===== src/rtl/booth_serial_mac_pkg.sv =====
`default_nettype none
// ============================================================================
// booth_mac_pkg : shared types and constants for the radix-4 Booth serial MAC
// Revision      : 1.0
// ============================================================================
package booth_mac_pkg;

   localparam int NUM_DIGITS = 4;
   localparam int PP_W       = 10;

   typedef enum logic [1:0] {
      IDLE = 2'd0,
      MUL  = 2'd1,
      OUT  = 2'd2
   } state_t;

   typedef enum logic [2:0] {
      SEL_ZERO = 3'd0,
      SEL_P1   = 3'd1,
      SEL_P2   = 3'd2,
      SEL_N1   = 3'd3,
      SEL_N2   = 3'd4
   } booth_sel_t;

   function automatic booth_sel_t booth_decode(input logic [2:0] digit);
      booth_sel_t sel;
      case (digit)
         3'b001, 3'b010: sel = SEL_P1;
         3'b011:         sel = SEL_P2;
         3'b100:         sel = SEL_N2;
         3'b101, 3'b110: sel = SEL_N1;
         default:        sel = SEL_ZERO;
      endcase
      return sel;
   endfunction

endpackage
`default_nettype wire


===== src/rtl/booth_serial_mac_if.sv =====
`default_nettype none
// ============================================================================
// booth_serial_mac_if : operand/result handshake bundle for booth_serial_mac
// Revision            : 1.0
// ============================================================================
interface booth_serial_mac_if #(
   parameter int ACC_W = 24
);
   logic                    in_valid;
   logic                    in_ready;
   logic signed [7:0]       in_a;
   logic signed [7:0]       in_b;
   logic                    in_last;
   logic                    acc_clr;
   logic                    out_valid;
   logic                    out_ready;
   logic signed [ACC_W-1:0] out_data;

   modport master (
      output in_valid, in_a, in_b, in_last, acc_clr, out_ready,
      input  in_ready, out_valid, out_data
   );

   modport slave (
      input  in_valid, in_a, in_b, in_last, acc_clr, out_ready,
      output in_ready, out_valid, out_data
   );
endinterface
`default_nettype wire


===== src/rtl/booth_pp_gen_r4.sv =====
`default_nettype none
// ============================================================================
// booth_pp_gen_r4 : combinational radix-4 Booth partial-product selector
// Revision        : 1.0
// ============================================================================
module booth_pp_gen_r4
   import booth_mac_pkg::*;
(
   input  logic [2:0]      i_digit,
   input  logic [7:0]      i_b,
   input  logic [8:0]      i_b_neg,
   output logic [PP_W-1:0] o_pp
);

   booth_sel_t w_sel;

   assign w_sel = booth_decode(i_digit);

   // 10 bits hold +/-2b for b=-128 without truncation
   always_comb begin
      o_pp = '0;
      case (w_sel)
         SEL_P1:  o_pp = {{2{i_b[7]}}, i_b};
         SEL_P2:  o_pp = {i_b[7], i_b, 1'b0};
         SEL_N1:  o_pp = {i_b_neg[8], i_b_neg};
         SEL_N2:  o_pp = {i_b_neg, 1'b0};
         default: o_pp = '0;
      endcase
   end

endmodule
`default_nettype wire


===== src/rtl/booth_serial_mac.sv =====
`default_nettype none
// ============================================================================
// booth_serial_mac : digit-serial radix-4 Booth multiply-accumulate engine
// Option           : BOOTH_SERIAL_MAC_SAT_EN enables saturating accumulation
// Revision         : 1.0
// ============================================================================
module booth_serial_mac
   import booth_mac_pkg::*;
#(
   parameter int ACC_W = 24
) (
   input  logic               clk,
   input  logic               rst_n,
   booth_serial_mac_if.slave  bus
);

   state_t                  r_state;
   state_t                  w_state_nxt;
   logic signed [7:0]       r_a;
   logic [7:0]              r_b;
   logic [8:0]              r_b_neg;
   logic                    r_last;
   logic [1:0]              r_cnt;
   logic signed [ACC_W-1:0] r_acc;
   logic signed [ACC_W-1:0] w_acc_nxt;
   logic signed [ACC_W-1:0] w_addend;
   logic [2:0]              w_digit;
   logic [PP_W-1:0]         w_pp;
   logic                    w_last_digit;
   logic                    w_acc_clear;

   assign w_last_digit = (r_cnt == 2'(NUM_DIGITS - 1));
   assign w_acc_clear  = ((r_state == IDLE) && bus.acc_clr) ||
                         ((r_state == OUT) && bus.out_ready);

   always_comb begin
      w_digit = '0;
      case (r_cnt)
         2'd0:    w_digit = {r_a[1:0], 1'b0};
         2'd1:    w_digit = r_a[3:1];
         2'd2:    w_digit = r_a[5:3];
         default: w_digit = r_a[7:5];
      endcase
   end

   booth_pp_gen_r4 u_pp_gen (
      .i_digit (w_digit),
      .i_b     (r_b),
      .i_b_neg (r_b_neg),
      .o_pp    (w_pp)
   );

   assign w_addend = {{(ACC_W - PP_W){w_pp[PP_W-1]}}, w_pp} << {r_cnt, 1'b0};

`ifdef BOOTH_SERIAL_MAC_SAT_EN
   localparam logic [ACC_W-1:0] c_sat_max = {1'b0, {(ACC_W - 1){1'b1}}};
   localparam logic [ACC_W-1:0] c_sat_min = {1'b1, {(ACC_W - 1){1'b0}}};

   logic             r_sat;
   logic [ACC_W:0]   w_sum_x;
   logic             w_ovf;

   assign w_sum_x = {r_acc[ACC_W-1], r_acc} + {w_addend[ACC_W-1], w_addend};
   assign w_ovf   = w_sum_x[ACC_W] ^ w_sum_x[ACC_W-1];

   // Sticky clamp: once saturated, later digits cannot pull the sum back
   always_comb begin
      w_acc_nxt = w_sum_x[ACC_W-1:0];
      if (r_sat) begin
         w_acc_nxt = r_acc;
      end else if (w_ovf) begin
         w_acc_nxt = w_sum_x[ACC_W] ? c_sat_min : c_sat_max;
      end
   end

   always_ff @(posedge clk or negedge rst_n) begin
      if (!rst_n) begin
         r_sat <= 1'b0;
      end else if (w_acc_clear) begin
         r_sat <= 1'b0;
      end else if ((r_state == MUL) && w_ovf) begin
         r_sat <= 1'b1;
      end
   end
`else
   assign w_acc_nxt = r_acc + w_addend;
`endif

   always_ff @(posedge clk or negedge rst_n) begin
      if (!rst_n) begin
         r_state <= IDLE;
      end else begin
         r_state <= w_state_nxt;
      end
   end

   always_comb begin
      w_state_nxt = r_state;
      case (r_state)
         IDLE:    if (bus.in_valid) w_state_nxt = MUL;
         MUL:     if (w_last_digit) w_state_nxt = r_last ? OUT : IDLE;
         OUT:     if (bus.out_ready) w_state_nxt = IDLE;
         default: w_state_nxt = IDLE;
      endcase
   end

   always_ff @(posedge clk or negedge rst_n) begin
      if (!rst_n) begin
         r_a     <= '0;
         r_b     <= '0;
         r_b_neg <= '0;
         r_last  <= 1'b0;
         r_cnt   <= '0;
         r_acc   <= '0;
      end else begin
         if (w_acc_clear) begin
            r_acc <= '0;
         end
         if ((r_state == IDLE) && bus.in_valid) begin
            r_a     <= bus.in_a;
            r_b     <= bus.in_b;
            r_b_neg <= ~{bus.in_b[7], bus.in_b} + 9'd1;
            r_last  <= bus.in_last;
            r_cnt   <= '0;
         end
         if (r_state == MUL) begin
            r_acc <= w_acc_nxt;
            r_cnt <= r_cnt + 2'd1;
         end
      end
   end

   assign bus.in_ready  = (r_state == IDLE);
   assign bus.out_valid = (r_state == OUT);
   assign bus.out_data  = r_acc;

endmodule
`default_nettype wire


===== src/flat_wrapper.sv =====
// flat-port wrapper written by rule: the top's interface ports become plain ports
module booth_serial_mac_flat import booth_mac_pkg::*;
#(
   parameter int ACC_W = 24
)
  (clk, rst_n, bus_in_valid, bus_in_a, bus_in_b, bus_in_last, bus_acc_clr, bus_out_ready, bus_in_ready, bus_out_valid, bus_out_data);
  booth_serial_mac_if #(.ACC_W(ACC_W)) bus_i ();
  input  logic clk;
  input  logic rst_n;
  input wire logic [$bits(bus_i.in_valid)-1:0] bus_in_valid;
  input wire logic [$bits(bus_i.in_a)-1:0] bus_in_a;
  input wire logic [$bits(bus_i.in_b)-1:0] bus_in_b;
  input wire logic [$bits(bus_i.in_last)-1:0] bus_in_last;
  input wire logic [$bits(bus_i.acc_clr)-1:0] bus_acc_clr;
  input wire logic [$bits(bus_i.out_ready)-1:0] bus_out_ready;
  output wire logic [$bits(bus_i.in_ready)-1:0] bus_in_ready;
  output wire logic [$bits(bus_i.out_valid)-1:0] bus_out_valid;
  output wire logic [$bits(bus_i.out_data)-1:0] bus_out_data;
  assign bus_i.in_valid = bus_in_valid;
  assign bus_i.in_a = bus_in_a;
  assign bus_i.in_b = bus_in_b;
  assign bus_i.in_last = bus_in_last;
  assign bus_i.acc_clr = bus_acc_clr;
  assign bus_i.out_ready = bus_out_ready;
  assign bus_in_ready = bus_i.in_ready;
  assign bus_out_valid = bus_i.out_valid;
  assign bus_out_data = bus_i.out_data;
  booth_serial_mac #(.ACC_W(ACC_W)) u_core (.clk(clk), .rst_n(rst_n), .bus(bus_i));
endmodule

===== config.mk =====
export PLATFORM = sky130hd
export DESIGN_NAME = booth_serial_mac_flat
export DESIGN_NICKNAME = d
export VERILOG_FILES = /design/src/rtl/booth_serial_mac_pkg.sv /design/src/rtl/booth_serial_mac_if.sv /design/src/rtl/booth_pp_gen_r4.sv /design/src/rtl/booth_serial_mac.sv /design/src/flat_wrapper.sv
export SDC_FILE = /design/constraint.sdc
export NUM_CORES = 1
export LEC_CHECK = 0
export CAP_MARGIN = 0
export CORE_MARGIN = 1
export CORE_UTILIZATION = 57
export DETAILED_ROUTE_END_ITERATION = 7
export GPL_ROUTABILITY_DRIVEN = 1
export PLACE_DENSITY = 0.9
export SETUP_SLACK_MARGIN = 0.2
export SLEW_MARGIN = 20
export SYNTH_ARGS = -nofsm -noshare
export SYNTH_HDL_FRONTEND = slang
export SYNTH_SLANG_ARGS = --single-unit

===== constraint.sdc =====
create_clock -name clk -period 5.2 [get_ports clk]
set_clock_uncertainty 0.05 [all_clocks]
set_input_delay 1.04 -clock clk [delete_from_list [all_inputs] [get_ports clk]]
set_output_delay 1.04 -clock clk [all_outputs]
set_load 0.05 [all_outputs]

Word-level counts from Yosys, hierarchy flattened
Cells that the tools add are included.
{"block": "totals", "regBits": 54, "latch_bits": 0, "ram_bits": 0, "romBits": 0, "inputBits": 22, "output_inout_bits": 26, "word_cells": 53, "memories": 0}
{"block": "op_classes", "addsub": 3, "n_mul": 0, "div_mod_pow": 0, "n_lt_le_gt_ge": 0, "n_eq_ne": 18, "n_shift": 1, "n_mux": 12, "n_bitwise": 1, "reduce_logical": 11}
{"op": "$mux W24", "n": 2}
{"op": "$pmux W10 S4", "n": 1}
{"op": "$add A24 B24 Y24", "n": 1}
{"op": "$shl A24 B3 Y24", "n": 1}
{"op": "$eq A3 B2 Y1 const B", "n": 4}
{"op": "$eq A3 B3 Y1 const B", "n": 4}
{"op": "$mux W2", "n": 6}
{"op": "$pmux W3 S4", "n": 1}
{"op": "$add A9 B1 Y9 const B", "n": 1}
{"op": "$not A9 Y9", "n": 1}
{"op": "$pmux W3 S3", "n": 1}
{"op": "$eq A2 B2 Y1 const B", "n": 3}
{"op": "$eq A3 B1 Y1 const B", "n": 2}
{"op": "$pmux W2 S3", "n": 1}
{"op": "$eq A2 B1 Y1 const B", "n": 2}
{"op": "$logic_not A2 Y1", "n": 2}
{"op": "$ne A2 B2 Y1 const B", "n": 2}
{"op": "$reduce_bool A2 Y1", "n": 2}
{"op": "$reduce_or A2 Y1", "n": 2}
{"op": "$logic_and A1 B1 Y1", "n": 3}
{"op": "$reduce_and A3 Y1", "n": 1}
{"op": "$add A2 B1 Y2 const B", "n": 1}
{"op": "$ne A2 B1 Y1 const B", "n": 1}
{"op": "$logic_or A1 B1 Y1", "n": 1}

Logic depth before layout (Yosys ltp)
{"block": "logic_depth", "word_depth": 10, "depth_mapped": 19, "mapped_depth_nobuf": 17}

Modules after synthesis
A second synthesis with hierarchy kept.
{"block": "hier_totals", "hier_cells": 431, "area_unflattened_um2": 3933.8}
{"module": "booth_serial_mac", "instances": 1, "cells_each": 378, "area_each_um2": 3558.4}
{"module": "booth_pp_gen_r4", "instances": 1, "cells_each": 53, "area_each_um2": 375.4}

Worst setup path before layout
OpenSTA, ideal clock, no wires.
{"block": "synth_path", "path_type": "register to register", "start": "register u_core.r_cnt[1]", "end": "register u_core.r_acc[21], in the netlist u_core.bus.out_data[21]", "setup_time_ps": 122, "arrival_ps": 4429, "required_ps": 5028, "setup_slack_ps": 599, "stages_incl_launch_ff": 20, "n_path_buf": 2, "period_less_slack_ps": 4601, "cell_sequence": "dfrtp_1 > clkbuf_1 > clkinv_1 > ha_1 > a222oi_1 > a21oi_1 > xnor2_2 > buf_6 > a22oi_1 > a21o_1 > mux2_2 > a21oi_2 > ha_1 > a2111oi_1 > nor3_2 > nand3_2 > a211oi_2 > o31a_1 > or3_1 > a32o_1"}
{"block": "synth_between", "elab_chain_cells": 10, "word_cells_on_any_way": 21, "classes_between": "1 x add/sub; 12 x eq/ne; 1 x shift; 4 x mux; 3 x reduce/logical"}
{"item": "from (decl)", "line_no": "booth_serial_mac.sv:23", "rtl": "logic [1:0] r_cnt;"}
{"item": "from (signal assigned)", "line_no": "booth_serial_mac.sv:128", "rtl": "r_cnt <= r_cnt + 2'd1;"}
{"item": "$eq A2 B2 Y1, or another cell as far along", "line_no": "booth_serial_mac.sv:38", "rtl": "case (r_cnt)"}
{"item": "$pmux W3 S3", "line_no": "booth_serial_mac.sv:38"}
{"item": "$eq A3 B3 Y1, or another cell as far along", "line_no": "booth_serial_mac_pkg.sv:27", "rtl": "case (digit)"}
{"item": "$reduce_or A2 Y1", "line_no": "booth_serial_mac_pkg.sv:27"}
{"item": "$pmux W3 S4", "line_no": "booth_serial_mac_pkg.sv:27"}
{"item": "$eq A3 B3 Y1, or another cell as far along", "line_no": "booth_pp_gen_r4.sv:22", "rtl": "case (w_sel)"}
{"item": "$pmux W10 S4", "line_no": "booth_pp_gen_r4.sv:22"}
{"item": "$shl A24 B3 Y24 *", "line_no": "booth_serial_mac.sv:53", "rtl": "assign w_addend = {{(ACC_W - PP_W){w_pp[PP_W-1]}}, w_pp} << {r_cnt, 1'b0};"}
{"item": "$add A24 B24 Y24 *", "line_no": "booth_serial_mac.sv:86", "rtl": "assign w_acc_nxt = r_acc + w_addend;"}
{"item": "$mux W24 *", "line_no": "booth_serial_mac.sv:126", "rtl": "if (r_state == MUL) begin"}
{"item": "to (signal assigned)", "line_no": "booth_serial_mac.sv:127", "rtl": "r_acc <= w_acc_nxt;"}
{"item": "to (decl)", "line_no": "booth_serial_mac.sv:24", "rtl": "logic signed [ACC_W-1:0] r_acc;"}
Mark *: on every way between the ends. The rest lies on a longest branch, timed or not.
A chain may end at the register's enable or synchronous reset.

Worst setup path after layout
Ends and elaborated chain as after synthesis.

==> flow_summary.toml <==
[run_status]
status = "finished with violations"
failed_checks = "DRC"

[sta]
setup_viol = 0
hold_viol_final = 0
setup_tns_ns = 0
worst_pin_slew_ns = 0.903
slew_violations = 0
rsz0062_at_grt = "false"
fin_crit_sh_pct = 93.9
relSlewSlack_pct = 39.8
min_period_ns = 4.88
fmax_ghz = 0.205

[synth]
netlist_instances = 416
yosys.area.top_type = "dfrtp_1"
syn_area_per_cell_um2 = 9.42
synth_flop_cell = "dfrtp_1"
synth-seq-area-share_pct = 33.8
synth_edf_count = 0
yosys_register_bits = 53
netlist_top_cells_area = "dfrtp_1, ha_1, mux2_2"
synth_async_sr_flop_share_pct = 100
synth_area_um2 = 3920
yosysTopAreaCellShare_pct = 33.8
syn-num-nets = 471
synth_cell_type_count = 70
yosys_warnings = 0

[detailed_routing]
detail_route.iter0.violations = 202
ant_nets = 0
post_drt_wl_per_cell_um = 17.6
vias = 3582
drc_errors = 6
firstDrtPassIters = 8
routed_via_density = 6.55
wirelength_um = 9650

[floorplanning]
rows = 29
initial_core_util_pct = 60.4
io_pins = 48
core_area_um2 = 6490
die-area_um2 = 7210
fp.dieH_um = 84.9
die_w_um = 84.9

[critical_path]
critical_path_class = "reg2reg"
crit_arrival_ns = 5.04
crit_path_start_kind = "flip-flop"
cp_num_cells = 18
cp.required_ns = 5.36
crit_chain = "buf_4, ha_1, a222oi_1, a21oi_4, xnor2_2, buf_4, buf_4, a22oi_1, mux2_2, a221oi_1, ha_1, a21oi_1, o221ai_1, nand2b_1, a211oi_2, o31a_1, or3_1, a32o_1"
worstPathBufferInverterCount = 3
crit_path_frequent_cell = "buf_4"
path_max_fanout = 18
crit_slowest_cell = "dfrtp_1"
reg2reg_depth = 18
slowest_delay_ns = 0.42
cp_top_family = "compound AO/OA/AOI/OAI gates"
critPathCaptureType = "flip-flop"

[place]
portBuffers = 47
place_hpwl_um = 6890
place_congestion = 0.927

[clock_tree]
cts_tree = "built"
cts_sinks = 53
clockBufferDepth = 2
clk_latency_ns = 0.31
cts_root_buffer = "clkbuf_8"
clk_pin_slew_ns = 0.10
hold_buffers = 0
htree_levels = 2
cts_buffers = 5

[cells_and_area]
layout-drive-gt1-share_pct = 15.5
nNetsFinal = 524
final_common_cell = "dfrtp_1"
area_growth_pct = 20.1
n_fill_cell = 459
antennaDiodeCount = 0
mostFrequentLayoutCells = "dfrtp_1, nand2_1, clkdlybuf4s50_1"

[grt]
grt_util_met3_pct = 2.63
grt_pass1_vias = 3366
antenna_found_initial = 0
overflow = 0
grt_max_degree = 54
met1_usage_pct = 35.6
grt_pass1_wl_um = 15800
grt.total_usage_pct = 27.2
use_met2_pct = 48.2
grt_busiest_layer = "met2"

[job]
cap_violations = 0

[min_path]
hold_class = "reg2reg"
hold_depth = 2
metrics by stage:
step / area [um2] / setup WS, ns / utilization (%) / hold WS, ns / cells
final: 4710 / 0.316 / 72.5 / 0.474 / 547
after global routing: 4710 / 0.127 / 72.5 / 0.494 / 547
after CTS: 4590 / 0.258 / 70.6 / 0.480 / 541
after detailed placement: 4480 / 0.318 / 68.9 / 0.455 / 533
after global placement: 4480 / 0.554 / 68.9 / 0.439 / 533
after floorplan: 3920 / 0.599 / - / 0.418 / 416
registers in the layout, summed over array words and instances, names as in the netlist:
signal,cells
u_core.bus.out_data,24
u_core.r_b,7
u_core.r_b_neg,9
u_core.r_state,2
u_core.r_last,1
u_core.r_a,8
u_core.r_cnt,2
worst register-to-register path, stage by stage, from the launching register on:
cell,delay [ns]
dfrtp_1,0.42
buf_4,0.22
ha_1,0.24
a222oi_1,0.41
a21oi_4,0.14
xnor2_2,0.16
buf_4,0.18
buf_4,0.16
a22oi_1,0.09
mux2_2,0.31
a221oi_1,0.37
ha_1,0.37
a21oi_1,0.33
o221ai_1,0.17
nand2b_1,0.18
a211oi_2,0.12
o31a_1,0.28
or3_1,0.31
a32o_1,0.27
layer usage:
layer  vias to the layer above  part of all wire [%]
met3                        24                   4.6
met5                         -                     0
met1                      1749                    43
met2                       127                    50
li1                       1682                     -
met4                         0                   2.7
area by class of cell:
| cell class | instances | area [um2] | area share [%] |
|---|---|---|---|
| Clock buffer | 6 | 72.6 | 1.54 |
| Clock inverter | 2 | 38.8 | 0.824 |
| Inverter | 9 | 41.3 | 0.877 |
| Multi-Input combinational cell | 338 | 2550 | 54.3 |
| Sequential cell | 53 | 1330 | 28.2 |
| Tap cell | 77 | 96.3 | 2.05 |
| Timing Repair Buffer | 62 | 578 | 12.3 |
final timing paths:
check / start / endpoint / slack [ns]
max in group asynchronous: rst_n / u_core.r_cnt[0] / 3.83
hold reg to reg: u_core.bus.out_data[20] / u_core.bus.out_data[20] / 0.47
hold / removal: u_core.bus.out_data[20] / u_core.bus.out_data[20] / 0.47
min in group asynchronous: rst_n / u_core.r_a[4] / 0.79
setup reg to reg: u_core.r_cnt[1] / u_core.bus.out_data[21] / 0.32
setup / recovery: u_core.r_cnt[1] / u_core.bus.out_data[21] / 0.32
cells in the mapped netlist (3+ instances only):
cell type	number
dfrtp_1	53
nand2_1	52
o21ai_0	34
ha_1	32
nor2_1	23
mux2_2	21
a21oi_1	13
clkbuf_1	13
a21o_1	11
a22oi_1	10
xnor2_1	10
xor2_1	10
nor3_1	9
a221oi_1	8
inv_1	8
nor2b_1	6
or3_1	6
a21oi_2	5
nand3_1	5
o21a_1	5
a211oi_1	4
a32o_1	4
nand2b_1	4
a211o_1	3
a22o_1	3
a31oi_1	3
o211ai_1	3
o21ai_1	3
o22ai_1	3
timing repair:
action | in CTS | in global routing
hold endpoints to repair | 0 | 0
resized for setup | 0 | 13
endpoints found under the setup margin | 0 | 9
buffers inserted | 0 | 6
logic make-up after synthesis:
| kind of cell | after synthesis | share of synthesized area, % |
|---|---|---|
| adder cells (fa/ha/maj) | 33 | 10.7 |
| flip-flops | 53 | 33.8 |
| AO/OA/AOI/OAI | 141 | 26.8 |
| multiplexers | 24 | 6.96 |
| buffers and inverters | 25 | 2.71 |
| AND/OR/NAND/NOR | 119 | 14.1 |
| XOR/XNOR | 21 | 4.88 |
Power is left out: the tool's default activity adds up to more than one toggle a clock period on the data nets, which glitch-free logic cannot reach.
